**src/rtl/exwb_pipe_reg.sv**
```systemverilog
`default_nettype none
// ============================================================================
// Module   : exwb_pipe_reg
// Purpose  : EX/WB pipeline register, DEPTH cascaded stages clocked on the
//            falling edge. Carries ALU result, memory read data, PC/jump
//            address, destination register and the control bundle, with
//            per-stage valid tracking, stall (hold) and flush (bubble).
//            Optional macro EXWB_PIPE_STATS_EN adds stall/bubble counters.
// Revision : 1.0 - initial release
// ============================================================================
module exwb_pipe_reg #(
    parameter int DATA_W = 32,
    parameter int RD_W   = 6,
    parameter int CTRL_W = 9,
    parameter int DEPTH  = 1
) (
    input  logic              clk,
    input  logic              rst_n,
    input  logic              stall,
    input  logic              flush,
    input  logic              valid_in,
    input  logic [DATA_W-1:0] alu,
    input  logic [DATA_W-1:0] datamem,
    input  logic [DATA_W-1:0] addr,
    input  logic [RD_W-1:0]   rd,
    input  logic [CTRL_W-1:0] ctrl,
`ifdef EXWB_PIPE_STATS_EN
    output logic [15:0]       stall_cnt,
    output logic [15:0]       bubble_cnt,
`endif
    output logic              valid_out,
    output logic [DATA_W-1:0] alu_out,
    output logic [DATA_W-1:0] data_mem_out,
    output logic [DATA_W-1:0] addr_out,
    output logic [RD_W-1:0]   rd_out,
    output logic [CTRL_W-1:0] ctrl_out
);

    // Reject unsupported pipeline depths at elaboration time.
    if ((DEPTH < 1) || (DEPTH > 4)) begin : g_depth_check
        $fatal(1, "exwb_pipe_reg: DEPTH must be in 1..4");
    end

    // Stage registers; index DEPTH-1 is the stage that drives the outputs.
    logic [DEPTH-1:0]             r_v;
    logic [DEPTH-1:0][DATA_W-1:0] r_alu;
    logic [DEPTH-1:0][DATA_W-1:0] r_dm;
    logic [DEPTH-1:0][DATA_W-1:0] r_addr;
    logic [DEPTH-1:0][RD_W-1:0]   r_rd;
    logic [DEPTH-1:0][CTRL_W-1:0] r_ctrl;

    // Value each stage loads on an advance edge.
    logic [DEPTH-1:0]             w_v_src;
    logic [DEPTH-1:0][DATA_W-1:0] w_alu_src;
    logic [DEPTH-1:0][DATA_W-1:0] w_dm_src;
    logic [DEPTH-1:0][DATA_W-1:0] w_addr_src;
    logic [DEPTH-1:0][RD_W-1:0]   w_rd_src;
    logic [DEPTH-1:0][CTRL_W-1:0] w_ctrl_src;

    for (genvar k = 0; k < DEPTH; k++) begin : g_stage_src
        if (k == 0) begin : g_head
            // Control is squashed on entry so a bubble can never carry
            // reg_write/branch/jump bits down the pipe.
            assign w_v_src[k]    = valid_in;
            assign w_alu_src[k]  = alu;
            assign w_dm_src[k]   = datamem;
            assign w_addr_src[k] = addr;
            assign w_rd_src[k]   = rd;
            assign w_ctrl_src[k] = valid_in ? ctrl : '0;
        end else begin : g_chain
            assign w_v_src[k]    = r_v[k-1];
            assign w_alu_src[k]  = r_alu[k-1];
            assign w_dm_src[k]   = r_dm[k-1];
            assign w_addr_src[k] = r_addr[k-1];
            assign w_rd_src[k]   = r_rd[k-1];
            assign w_ctrl_src[k] = r_ctrl[k-1];
        end
    end

    // Stage update: flush clears valid/control only, stall holds, else shift.
    always_ff @(negedge clk or negedge rst_n) begin
        if (!rst_n) begin
            r_v    <= '0;
            r_alu  <= '0;
            r_dm   <= '0;
            r_addr <= '0;
            r_rd   <= '0;
            r_ctrl <= '0;
        end else if (flush) begin
            r_v    <= '0;
            r_ctrl <= '0;
        end else if (!stall) begin
            r_v    <= w_v_src;
            r_alu  <= w_alu_src;
            r_dm   <= w_dm_src;
            r_addr <= w_addr_src;
            r_rd   <= w_rd_src;
            r_ctrl <= w_ctrl_src;
        end
    end

    assign valid_out    = r_v[DEPTH-1];
    assign alu_out      = r_alu[DEPTH-1];
    assign data_mem_out = r_dm[DEPTH-1];
    assign addr_out     = r_addr[DEPTH-1];
    assign rd_out       = r_rd[DEPTH-1];
    assign ctrl_out     = r_ctrl[DEPTH-1];

`ifdef EXWB_PIPE_STATS_EN
    logic [15:0] r_stall_cnt;
    logic [15:0] r_bubble_cnt;
    logic        w_stall_edge;
    logic        w_bubble_edge;

    // A bubble edge leaves the last stage invalid: any flush, or an advance
    // that shifts an invalid entry into the last stage.
    assign w_stall_edge  = stall & ~flush;
    assign w_bubble_edge = flush | (~stall & ~w_v_src[DEPTH-1]);

    // Saturating event counters.
    always_ff @(negedge clk or negedge rst_n) begin
        if (!rst_n) begin
            r_stall_cnt  <= '0;
            r_bubble_cnt <= '0;
        end else begin
            if (w_stall_edge && (r_stall_cnt != 16'hFFFF)) begin
                r_stall_cnt <= r_stall_cnt + 16'd1;
            end
            if (w_bubble_edge && (r_bubble_cnt != 16'hFFFF)) begin
                r_bubble_cnt <= r_bubble_cnt + 16'd1;
            end
        end
    end

    assign stall_cnt  = r_stall_cnt;
    assign bubble_cnt = r_bubble_cnt;
`endif

endmodule
`default_nettype wire

```
**config.mk**
```make
export PLATFORM = sky130hd
export DESIGN_NAME = exwb_pipe_reg
export DESIGN_NICKNAME = d
export VERILOG_FILES = /design/src/rtl/exwb_pipe_reg.sv
export SDC_FILE = /design/constraint.sdc
export NUM_CORES = 1
export LEC_CHECK = 0
export BUFFER_PORTS_ARGS = -buffer_cell sky130_fd_sc_hd__buf_2
export CORE_UTILIZATION = 30
export DETAILED_ROUTE_END_ITERATION = 10
export SYNTH_ARGS = -nofsm -noshare
export SYNTH_HDL_FRONTEND = slang
export SYNTH_SLANG_ARGS = --single-unit
```
**constraint.sdc**
```tcl
create_clock -name clk -period 2.2 [get_ports clk]
set_input_delay 0.11 -clock clk [delete_from_list [all_inputs] [get_ports clk]]
set_output_delay 0.11 -clock clk [all_outputs]
set_load 0.1 [all_outputs]
```
# After elaboration in Yosys (flattened, before gate mapping)
# Index checks and enable logic that the tools add are counted.
# op_classes
n_eq_ne	1
n_mux	5
n_bitwise	2
n_reduce_logical	1
# ops
cell	count
$mux 9	3
$mux 1	2
$ne 2x1->1 const B	1
$not 1->1	2
$reduce_and 2->1	1
# word_totals
reg_bits	112
input_bits	116
output_inout_bits	112
word_cells	15

# Logic depth before layout (Yosys ltp)
# depth
depth_word	3
depth_mapped	4
ltp_nobuf	2

==> impl_metrics.yaml <==
drt:
  drtIter0Drc: 75
  ant_nets: 0
  first_pass_iters: 4
  post_drt_wl_per_cell_um: 15.9
  remaining_drc_errors: 0
  route.vias.total: 3107
  wl_um: 11400
  viasPerCell: 4.34
layout:
  syn_to_final_growth_pct: 83.5
  antenna_cells: 0
  nFillCells: 1119
  drive_above_1_share_pct: 75.9
  final_nets: 643
global_routing:
  gr-usage-met3_pct: 7.00
  grt_pass1_vias: 3477
  grt_max_degree: 57
  use_met2_pct: 25.1
  grt.total_usage_pct: 15.2
  grt.busiest_layer: "met2"
  grt_overflow: 0
  antenna_found_initial: 0
  grt.met1_usage_pct: 17.6
  grt_first_pass_wirelength_um: 18500
clocking:
  cts.clk_slew.worst_paths_ps: 50
  cts_root_buf: "clkbuf_16"
  htreeDepth: 3
  clock-sinks: 112
  cts.repair.resized: 0
  insertion_delay_ps: 340
  clk_path_buf_depth: 2
  ctsHoldBuffers: 0
  tritoncts: "built"
  numCtsBuffers: 9
place:
  hpwlAfterDp_um: 8560
  io_buffers: 227
  gp_congestion: 0.739
status:
  violations: "negative setup slack"
  status: "complete, but fails checks"
worst_setup_path:
  worstPathArrival_ps: 2120
  r2r_slack_ps: 1130
  critPathBufInv: 1
  cp.required_ps: 2090
  slowest_delay_ps: 480
  worstSetupPathType: "reg -> out"
  path_max_fanout: 2
  timing.rr.end: "addr_out[27]"
  path_cells: "buf_12"
  slowest_stage: "dfrtn_1"
  end_kind: "primary output"
  worstReg2RegStart: "addr_out[27]"
  start_kind: "register"
  reg2regPathDepth: 3
  path_delay_family: "flip-flops"
timing:
  rsz0062_at_grt: "yes"
  fin_tns_setup_ps: -735
  skew_ps: 0
  tightest_slew_ps: 570
  fin_ws_ps: -33.9
  slew_headroom_pct: 61.9
  holdWs_ps: 502
  finalHoldViolations: 0
  setup_viol: 76
  drv_slew: 0
synth:
  yosysTopAreaCellShare_pct: 62.3
  syn_area_um2: 4500
  synth_edf_count: 0
  ys_warn_count: 0
  synth_seq_cells: 112
  synth-seq-area-share_pct: 62.3
  yosys-top-cells-count: "112 x dfrtn_1, 80 x mux2_4, 22 x mux2_2, 9 x buf_6, 8 x a32o_1"
  synthFlopType: "dfrtn_1"
  syn_nets: 360
  synth_cell_types: 14
  synth.area.top_cells: "dfrtn_1 62%, mux2_4 27%, mux2_2 5.5%"
  syn_area_per_cell_um2: 18.4
  yosysTopAreaCell: "dfrtn_1"
  async_flop_share_pct: 100
  yosysMostFrequentCell: "dfrtn_1"
  syn_inst: 244
die:
  boundaryPins: 228
  coreArea_um2: 14600
  die_w_um: 124
  initial_utilization_pct: 30.8
  fp-row-count: 44
  design.die.area_um2: 15500
  fp.dieH_um: 124
min_path:
  min-delay-start: "ctrl_out[5]"
  hold_end: "ctrl_out[5]"
  worstHoldPathType: "reg -> reg"
  whs_path_depth: 1
pwr:
  p_leak_uw: 0.00400
  p_per_area_nw_per_um2: 1040
  vdd_drop_max_mv: 0.518
flow_run:
  maxCapViolCount: 0
==> timing repair <==
| item | 4_1_cts | 5_1_grt |
|---|---|---|
| setup buffers | 30 | 6 |
| endpoints found under the hold margin | 0 | 0 |
| endpoints found under the setup margin | 112 | 112 |
| cloned | 0 | 0 |
==> metrics by stage <==
| stage | area, µm² | total power [µW] | util, % | cells | worst slack [ps] |
|---|---|---|---|---|---|
| 6_report | 8260 | 8580 | 56.6 | 716 | -33.9 |
| 3_3_place_gp | 7680 | 6780 | 52.6 | 664 | -122 |
| 5_1_grt | 8260 | 8850 | 56.6 | 716 | -71.6 |
| 3_5_place_dp | 7680 | 6830 | 52.6 | 664 | -142 |
| 2_1_floorplan | 4500 | 5140 | - | 244 | 24.9 |
| 4_1_cts | 8210 | 8650 | 56.3 | 710 | -53.4 |
==> registers in the layout, summed over array words and instances (netlist names) <==
name and cells:
alu_out 32, rd_out 6, data_mem_out 32, valid_out 1, addr_out 32, ctrl_out 9
==> cell usage in the layout (no fill, tap or decap) <==
cell	n
clkinvlp_4	2
buf_4	53
nor2_1	1
a32o_1	8
nand2_1	1
bufinv_16	1
clkbuf_16	9
buf_12	118
inv_1	1
mux2_4	80
dfrtn_1	112
clkinv_2	2
buf_2	114
nor2_4	1
clkbuf_8	2
mux2_2	22
a21oi_1	1
mux2i_1	1
nor2b_1	2
nand3b_1	1
==> where the power goes <==
part	leakage, µW	switching (µW)	total [µW]	internal (µW)
clock	0.000148	737	1680	942
combinational	0.00252	2540	4200	1660
sequential	0.00133	319	2700	2380
==> cells by family after synthesis <==
logic type / synth area share, %
flops: 62.3
mux: 32.4
buf+inv: 2.72
compound gates: 1.89
simple gates: 0.695
==> area by class of cell <==
cell class              count  area (µm²)  area share [%]
repair buffers            285        3330            40.3
well taps                 184         230            2.79
multi-input cells         118        1580            19.2
inverters                   1        3.75          0.0455
clock inverters             5        55.1           0.667
clock buffers              11         253            3.06
flip-flops and latches    112        2800            33.9
==> metal layers <==
layer  up-vias  share of wire (%)
met5         -                  0
met3        12                8.4
li1       1425                  -
met4         0                1.3
met1      1527                 39
met2       143                 51
==> how the worst max path moves through the flow <==
stage	start	to	cells after the start
after global placement	flush	alu_out[26]	5
after floorplan	flush	addr_out[10]	4
after CTS	data_mem_out[14]	data_mem_out[14]	1
final	data_mem_out[14]	data_mem_out[14]	1
after global routing	addr_out[20]	addr_out[20]	1
after detailed placement	flush	rd_out[4]	5
Power figures use the tool's default switching activity.
